### config.mk
export PLATFORM = sky130hd
export DESIGN_NAME = ulpi_reg_sched
export DESIGN_NICKNAME = d
export VERILOG_FILES = /design/src/rtl/ulpi_pkg.sv /design/src/rtl/ulpi_rr_arb.sv /design/src/rtl/ulpi_reg_sched.sv
export SDC_FILE = /design/constraint.sdc
export NUM_CORES = 1
export LEC_CHECK = 0
export CAP_MARGIN = 40
export CELL_PAD_IN_SITES_DETAIL_PLACEMENT = 0
export CELL_PAD_IN_SITES_GLOBAL_PLACEMENT = 2
export CORE_UTILIZATION = 26
export DETAILED_ROUTE_END_ITERATION = 8
export HOLD_SLACK_MARGIN = 0.12
export PLACE_DENSITY = 0.8
export SYNTH_ARGS = -nofsm -noshare
export SYNTH_HDL_FRONTEND = slang
export SYNTH_SLANG_ARGS = --single-unit
### constraint.sdc
create_clock -name i_clk -period 1.6 [get_ports i_clk]
set_input_delay 0.16 -clock i_clk [delete_from_list [all_inputs] [get_ports i_clk]]
set_output_delay 0.16 -clock i_clk [all_outputs]
set_load 0.02 [all_outputs]
### src/rtl/ulpi_pkg.sv
// Shared ULPI link-side definitions: TX CMD prefixes, state encoding and the
// latched register-request record used by the register scheduler.
package ulpi_pkg;

    localparam logic [1:0] REGW = 2'b10;
    localparam logic [1:0] REGR = 2'b11;
    localparam logic [7:0] NOOP = 8'h00;

    typedef enum logic [3:0] {
        ST_IDLE       = 4'd0,
        ST_TXCMD      = 4'd1,
        ST_WDATA      = 4'd2,
        ST_STP        = 4'd3,
        ST_RD_WAIT    = 4'd4,
        ST_RD_DATA    = 4'd5,
        ST_RD_END     = 4'd6,
        ST_RD_TURN    = 4'd7,
        ST_ABORT      = 4'd8,
        ST_ABORT_TURN = 4'd9
    } state_e;

    typedef struct packed {
        logic       we;
        logic [5:0] addr;
        logic [7:0] wdata;
    } ulpi_req_t;

    function automatic logic [7:0] txcmd_byte(input ulpi_req_t r);
        return {(r.we ? REGW : REGR), r.addr};
    endfunction

endpackage

### src/rtl/ulpi_rr_arb.sv
// Two-way round-robin arbiter; after any grant the priority pointer moves to
// the requester that was not served.
module ulpi_rr_arb #(
    parameter int unsigned RR_INIT = 0
) (
    input  logic i_clk,
    input  logic i_rst_n,
    input  logic i_en,
    input  logic i_req_a,
    input  logic i_req_b,
    output logic o_gnt_a,
    output logic o_gnt_b
);

    logic ptr_q, ptr_d;   // 0: A has priority, 1: B has priority

    always_comb begin
        o_gnt_a = 1'b0;
        o_gnt_b = 1'b0;
        ptr_d   = ptr_q;
        if (i_en) begin
            if (i_req_a && (!i_req_b || !ptr_q)) begin
                o_gnt_a = 1'b1;
                ptr_d   = 1'b1;
            end else if (i_req_b) begin
                o_gnt_b = 1'b1;
                ptr_d   = 1'b0;
            end
        end
    end

    always_ff @(posedge i_clk or negedge i_rst_n) begin
        if (!i_rst_n) ptr_q <= (RR_INIT != 0);
        else          ptr_q <= ptr_d;
    end

endmodule

### src/rtl/ulpi_reg_sched.sv
// ULPI register-access scheduler: arbitrates two requesters and sequences the
// TX CMD / data / STP or read turnaround on the shared bus, with abort retry.
module ulpi_reg_sched
    import ulpi_pkg::*;
#(
    parameter int unsigned MAX_RETRY = 3,
    parameter int unsigned RR_INIT   = 0
) (
    input  logic       i_clk,
    input  logic       i_rst_n,
    input  logic       i_dir,
    input  logic       i_nxt,
    input  logic [7:0] i_data,
    output logic [7:0] o_data,
    output logic       o_stp,
    input  logic       i_a_valid,
    input  logic       i_a_we,
    input  logic [5:0] i_a_addr,
    input  logic [7:0] i_a_wdata,
    input  logic       i_b_valid,
    input  logic       i_b_we,
    input  logic [5:0] i_b_addr,
    input  logic [7:0] i_b_wdata,
    output logic       o_a_ready,
    output logic       o_b_ready,
    output logic       o_a_done,
    output logic       o_b_done,
    output logic [7:0] o_rdata,
    output logic       o_err,
    output logic       o_rxcmd_valid,
    output logic [7:0] o_rxcmd,
    output logic       o_busy
);

    state_e    state_q, state_d;
    ulpi_req_t req_q, req_d;
    logic      owner_q, owner_d;        // 0: A, 1: B
    logic [7:0] retry_q, retry_d;
    logic      done_q, done_d;
    logic      err_q, err_d;
    logic [7:0] rdata_q, rdata_d;
    logic [7:0] rxcmd_q, rxcmd_d;
    logic      rxcmd_valid_q, rxcmd_valid_d;
    logic      dir_q, dir_d;
    logic      gnt_a, gnt_b;

    ulpi_rr_arb #(
        .RR_INIT (RR_INIT)
    ) u_arb (
        .i_clk   (i_clk),
        .i_rst_n (i_rst_n),
        .i_en    (state_q == ST_IDLE && !i_dir),
        .i_req_a (i_a_valid),
        .i_req_b (i_b_valid),
        .o_gnt_a (gnt_a),
        .o_gnt_b (gnt_b)
    );

    always_comb begin
        state_d       = state_q;
        req_d         = req_q;
        owner_d       = owner_q;
        retry_d       = retry_q;
        done_d        = 1'b0;
        err_d         = 1'b0;
        rdata_d       = rdata_q;
        rxcmd_d       = rxcmd_q;
        rxcmd_valid_d = 1'b0;
        dir_d         = i_dir;

        case (state_q)
            ST_IDLE: begin
                if (gnt_a || gnt_b) begin
                    req_d   = gnt_b ? ulpi_req_t'{i_b_we, i_b_addr, i_b_wdata}
                                    : ulpi_req_t'{i_a_we, i_a_addr, i_a_wdata};
                    owner_d = gnt_b;
                    retry_d = '0;
                    state_d = ST_TXCMD;
                end
            end
            ST_TXCMD: begin
                if (i_dir)      state_d = ST_ABORT;
                else if (i_nxt) state_d = req_q.we ? ST_WDATA : ST_RD_WAIT;
            end
            ST_WDATA: begin
                if (i_dir) begin
                    state_d = ST_ABORT;
                end else if (i_nxt) begin
                    // done is registered so it coincides with the STP cycle
                    done_d  = 1'b1;
                    state_d = ST_STP;
                end
            end
            ST_STP:     state_d = ST_IDLE;
            ST_RD_WAIT: if (i_dir) state_d = ST_RD_DATA;
            ST_RD_DATA: begin
                if (i_nxt) begin
                    state_d = ST_ABORT;
                end else begin
                    rdata_d = i_data;
                    done_d  = 1'b1;
                    state_d = ST_RD_END;
                end
            end
            ST_RD_END:  if (!i_dir) state_d = ST_RD_TURN;
            ST_RD_TURN: state_d = ST_IDLE;
            ST_ABORT:   if (!i_dir) state_d = ST_ABORT_TURN;
            ST_ABORT_TURN: begin
                if (32'(retry_q) < MAX_RETRY) begin
                    retry_d = retry_q + 8'd1;
                    state_d = ST_TXCMD;
                end else begin
                    done_d  = 1'b1;
                    err_d   = 1'b1;
                    state_d = ST_IDLE;
                end
            end
            default: state_d = ST_IDLE;
        endcase

        // First DIR-high cycle is the turnaround; later NXT-low cycles are RX CMDs
        if (i_dir && dir_q && !i_nxt && state_q != ST_RD_DATA) begin
            rxcmd_d       = i_data;
            rxcmd_valid_d = 1'b1;
        end
    end

    always_ff @(posedge i_clk or negedge i_rst_n) begin
        if (!i_rst_n) begin
            state_q       <= ST_IDLE;
            req_q         <= '0;
            owner_q       <= 1'b0;
            retry_q       <= '0;
            done_q        <= 1'b0;
            err_q         <= 1'b0;
            rdata_q       <= '0;
            rxcmd_q       <= '0;
            rxcmd_valid_q <= 1'b0;
            dir_q         <= 1'b0;
        end else begin
            state_q       <= state_d;
            req_q         <= req_d;
            owner_q       <= owner_d;
            retry_q       <= retry_d;
            done_q        <= done_d;
            err_q         <= err_d;
            rdata_q       <= rdata_d;
            rxcmd_q       <= rxcmd_d;
            rxcmd_valid_q <= rxcmd_valid_d;
            dir_q         <= dir_d;
        end
    end

    always_comb begin
        case (state_q)
            ST_TXCMD: o_data = txcmd_byte(req_q);
            ST_WDATA: o_data = req_q.wdata;
            default:  o_data = NOOP;
        endcase
    end

    assign o_stp         = (state_q == ST_STP) && !i_dir;
    assign o_a_ready     = gnt_a;
    assign o_b_ready     = gnt_b;
    assign o_a_done      = done_q && !owner_q;
    assign o_b_done      = done_q && owner_q;
    assign o_err         = err_q;
    assign o_rdata       = rdata_q;
    assign o_rxcmd       = rxcmd_q;
    assign o_rxcmd_valid = rxcmd_valid_q;
    assign o_busy        = (state_q != ST_IDLE);

endmodule
[Yosys cells after proc, flatten, opt, wreduce, memory -nomap -nowiden]
Cells that the tools add are included.
Storage, ports and cells
  bits in registers: 49
  bits of input ports: 44
  word-level logic and storage cells: 88
Cells by class
  add/sub/neg operators: 1
  order comparisons: 1
  eq/ne operators: 16
  mux-type cells: 32
  bitwise logic cells: 1
  reductions and logical operators: 24
Operator list (count)
  4-bit 2-to-1 mux: 9
  4-bit case mux with 8 select lines: 1
  8-bit case mux with 2 select lines: 2
  8-bit 2-to-1 mux: 2
  1-bit 2-to-1 mux: 15
  15-bit 2-to-1 mux: 1
  4-bit by 3-bit equality test with 1-bit output (second input constant): 3
  8-bit by 1-bit adder with 8-bit output (second input constant): 1
  4-bit by 2-bit equality test with 1-bit output (second input constant): 2
  4-bit equality test (second input constant): 2
  1-bit logical AND: 8
  8-bit by 2-bit less-than comparator with 1-bit output (second input constant): 1
  2-bit inequality test (second input constant): 4
  3-bit inequality test (second input constant): 2
  2-bit AND reduction: 3
  6-bit AND reduction: 1
  1-bit logical NOT: 5
  4-bit by 1-bit equality test with 1-bit output (second input constant): 1
  4-bit logical NOT: 1
  4-bit by 3-bit inequality test with 1-bit output (second input constant): 1
  2-bit nonzero test: 2
  4-bit nonzero test: 1
  3-bit 2-to-1 mux: 1
  1-bit case mux with 3 select lines: 1
  4 further kinds: 5

[Depth between registers and ports, before layout]
  depth after elaboration: 8
  mapped depth: 7
  gate-level depth less buffers: 6

[Modules after synthesis]
A second synthesis with hierarchy kept.
Unflattened totals
  cell total of the unflattened synthesis: 220
  area total of the unflattened synthesis: 2399.8 µm²
Modules (own cells, without submodules)
  ulpi_reg_sched: times used 1, cells each 212, area an instance 2338.5 µm²
  ulpi_rr_arb: times used 1, cells each 8, area an instance 61.3 µm²

[Worst setup path before layout]
Ideal clock, no wire load.
  path type: flip-flop to flip-flop
  from: register state_q[2]
  to: register state_q[1]
  setup time: 0.128 ns
  data arrival time: 1.602 ns
  required time: 1.472 ns
  path slack: -0.129 ns
  cell stages (with the launch flop): 5
  period minus slack after synthesis: 1.729 ns
  cells stage by stage: dfrtp_1 > or2_4 > or4_1 > o21ai_1 > mux2_1
Between the ends
  longest elaborated chain between the ends: 6
Ends and longest elaborated chain
  start: declaration: line ulpi_reg_sched.sv:35  | state_e state_q, state_d;
  start signal: assignment: line ulpi_reg_sched.sv:141  | state_q <= state_d;
  4-bit logical NOT: line ulpi_reg_sched.sv:52, ulpi_reg_sched.sv:71
  1-bit logical AND: line ulpi_reg_sched.sv:52  | .i_en (state_q == ST_IDLE && !i_dir),
  1-bit 2-to-1 mux: line ulpi_rr_arb.sv:21  | if (i_en) begin
  1-bit logical OR: line ulpi_reg_sched.sv:73  | if (gnt_a || gnt_b) begin
  2-bit by 1-bit inequality test with 1-bit output (no line)
  6-bit AND reduction (no line)
Parallel ways exist; a longest one is shown, timed or not.
A chain may end at the register's enable or synchronous reset.

[Worst setup path in the final report]
  from: register state_q[2]
  to: output port o_a_ready
Between the ends
  longest elaborated chain between the ends: 3
Ends and longest elaborated chain
  4-bit logical NOT: line ulpi_reg_sched.sv:52
  1-bit logical AND: line ulpi_reg_sched.sv:52
  1-bit 2-to-1 mux: line ulpi_rr_arb.sv:21
  end: declaration: line ulpi_reg_sched.sv:24  | output logic o_a_ready,
Every way passes these cells.

==> reports/metrics.csv <==
stage;metric;value;unit
run_status;failing checks;setup timing;
place;DP Cell Count;434;
detailed_routing;Routed WL;7.09;mm
logic_synthesis;EDFF count, synth;0;
finish;most frequent cells in the layout;clkdlybuf4s50_1, dfrtp_1, buf_4, nand2_1, buf_6;
clock_network;H-tree depth;2;
detailed_routing;WL/cell;15.2;µm
job;Max Cap Violations;0;
critical_path;Buf/Inv on CP;2;
logic_synthesis;post-synthesis async set-or-reset flop share;100;%
logic_synthesis;yosys warns;0;
power_and_ir_drop;Leakage;1.97;nW
clock_network;Num CTS Buffers;5;
place;Port Buffers;75;
finish;Final #Nets;400;
detailed_routing;DRT Pass-1 Iters;4;
sta;RSZ-0062 raised after global routing;yes;
clock_network;clk sink count;49;
finish;Area Growth Syn to Fin;77.3;%
sta;skew final;0.00730;ns
die;row count;35;
logic_synthesis;Seq/Total Area, Yosys;50.2;%
finish;fin util;47.3;%
sta;Max Clock Freq;536;MHz
critical_path;R2R Setup Slk;-0.26;ns
die;# IOs;76;
die;starting density of the core;26.7;%
power_and_ir_drop;PD cells;1730;nW/µm²
die;Core ar.;9150;µm²
critical_path;Max stage delay on crit path;0.42;ns
die;die width;98.9;µm
finish;fillcell total;836;
finish;Antenna diodes;0;
global_route;initial antenna violation count;0;
finish;layout cells sized above 1;41.9;%
logic_synthesis;top_reg_cell synth;dfrtp_1;
sta;Worst Tran Pin Value;0.476;ns
critical_path;crit path max fanout;3;
global_route;pin count of the biggest net entering global routing;21;
clock_network;clk buf depth;2;
power_and_ir_drop;worst vdd ir;0.584;mV
critical_path;critical path arrival;1.71;ns
detailed_routing;vias post-DR;2168;
logic_synthesis;Yosys cell types;49;
sta;Tmin final;1.87;ns
place;GPL Wtd Cong;0.776;
sta;max-slew violation count;0;
detailed_routing;Detail Route Antenna Nets;0;
critical_path;Slowest cell on crit path;dfrtp_1;
detailed_routing;via/cell ratio;4.64;
place;Post-DP HPWL;4.69;mm
logic_synthesis;Synth top area share;50.2;%
sta;setup TNS;-8.05;ns
logic_synthesis;top cells by area, synth;dfrtp_1, mux2i_1, mux2_4;
clock_network;worst skew pair latency;0.30;ns
critical_path;WS Path Type;flip-flop to output pin;
die;area of the die;9790;µm²
detailed_routing;Residual DRC;0;
global_route;vias in the first global route;2225;
critical_path;worst reg2reg path endpoint;o_rxcmd[3];
critical_path;Critical Path Sink;o_a_ready;
logic_synthesis;syn nets;269;
die;die height;98.9;µm
logic_synthesis;mean area per synthesized cell;10.9;µm²
run_status;status;finished, violations left;
finish;Post-Layout Cell Count;467;
hold_path;Hold Crit Class;input port to asynchronous set/reset pin;
sta;Rel. slew slack;68.3;%
sta;Final setup viols;56;
critical_path;crit-path leading delay family;simple AND/OR/NAND/NOR gates;
finish;most common cell after layout, fill and taps aside;clkdlybuf4s50_1;
detailed_routing;violation count after the first detailed-route iteration;61;
clock_network;CTS tree;built;
logic_synthesis;Syn Inst Count;224;
critical_path;Critical Path Start;state_q[2];
sta;post-route setup slack;-0.266;ns
logic_synthesis;#FFs+latches synth;49;
critical_path;CP Launch Type;flip-flop;
clock_network;Root Driver;clkbuf_8;
critical_path;Setup crit end kind;output pin;
critical_path;Worst Reg-to-Reg Cells;7;
global_route;first-pass GRT wire length;11.4;mm
sta;endpoints failing hold;0;
clock_network;Worst-path clk slew;0.09;ns
critical_path;r2r startpoint;state_q[2];
place;Setup WS pre-CTS;-0.386;ns
critical_path;Critical Path Stages;5;
logic_synthesis;Cell Area, Synth;2440;µm²
sta;Period Utilization, post-route;117;%
critical_path;worst path required time;1.44;ns
global_route;Tot GR Track Use;14.8;%
critical_path;Cell Chain, Critical Path;or2_4 -> nor4_4 -> buf_4 -> and3_4 -> buf_6;
global_route;GRT Residual Overflow;0;
logic_synthesis;cell taking the most area after synthesis;dfrtp_1;
==> through the flow <==
stage	cell area (µm²)	total power, W	hold slack, ns
after floorplan	2480	0.00388	-0.136
after global placement	3620	0.00536	0.155
after detailed placement	3620	0.00540	0.152
after CTS	4030	0.00690	0.372
after global routing	4330	0.00792	0.411
final	4330	0.00748	0.353
==> how the worst min path moves through the flow <==
stage,from,end,slack [ns],depth (start not counted)
3_5_place_dp,i_rst_n,dir_q,0.15,1
6_report,i_rst_n,req_q[14],0.35,2
2_1_floorplan,i_rst_n,dir_q,-0.14,0
5_1_grt,i_rst_n,state_q[3],0.41,2
4_1_cts,i_rst_n,req_q[14],0.37,2
3_3_place_gp,i_rst_n,dir_q,0.15,1
==> kinds of logic after synthesis <==
| group | count (synthesis) | synth area share (%) |
|---|---|---|
| mux | 33 | 15.6 |
| simple gates | 72 | 16.8 |
| buf+inv | 19 | 3.13 |
| compound gates | 50 | 13.7 |
| flops | 49 | 50.2 |
| fa+ha+maj | 1 | 0.512 |
==> power breakdown <==
group	total, W	internal, W	switching [W]
registers	0.00202	0.00168	0.000335
clock network	0.000929	0.000509	0.000421
logic	0.00454	0.00249	0.00205
total	0.00748	0.00468	0.00281
==> area by class of cell <==
class	instances	area (µm²)	share of cell area (%)
clock inverters	2	37.5	0.867
clock buffers	6	82.6	1.91
repair buffers	138	1410	32.5
flip-flops and latches	49	1230	28.4
inverters	5	18.8	0.434
multi-input cells	156	1420	32.7
well taps	111	139	3.21
==> worst reg2reg max path, stage by stage, from the launching register on <==
cell       delay [ns]
dfrtp_1          0.42
buf_4            0.15
buf_8            0.13
or2b_4           0.22
nor2_2           0.05
nor3_4           0.28
clkbuf_16        0.21
mux2_4           0.29
==> synthesized netlist by cell type (2+ instances only) <==
| cell type | n |
|---|---|
| mux2_1 | 9 |
| inv_2 | 2 |
| mux2_4 | 8 |
| nor2_1 | 17 |
| nor3_1 | 2 |
| mux2i_1 | 16 |
| a21oi_1 | 7 |
| and2_1 | 3 |
| buf_2 | 4 |
| a22oi_1 | 6 |
| o21ai_1 | 18 |
| clkbuf_1 | 10 |
| o21ai_0 | 2 |
| and3_1 | 3 |
| a41oi_1 | 2 |
| dfrtp_1 | 49 |
| inv_1 | 3 |
| nor2b_1 | 8 |
| nand2_1 | 22 |
| o22ai_1 | 3 |
| nor3_4 | 2 |
==> routing by layer <==
metal | vias to the layer above | wire [µm] | global-route usage [%] | share of wire, %
met5 | - | 0 | 0 | 0
met4 | 0 | 57 | 3.44 | 0.80
met1 | 1072 | 3180 | 19.1 | 45
met2 | 36 | 3640 | 25.9 | 51
met3 | 5 | 210 | 2.55 | 3.0
li1 | 1055 | - | - | -
==> flip-flops by register name, summed over array words and instances (netlist names) <==
signal	flops
u_arb.ptr_q	1
retry_q	8
o_rdata	8
o_err	1
owner_q	1
o_rxcmd_valid	1
done_q	1
req_q	15
dir_q	1
state_q	4
o_rxcmd	8
==> repair_timing <==
action,CTS,global route
hold buffers,1,0
cloned,3,1
buffers inserted,10,14
hold endpoints to repair,18,0
resized for setup,93,49
pin swaps,14,14
endpoints found under the setup margin,55,59
(Power assumes the default switching activity.)
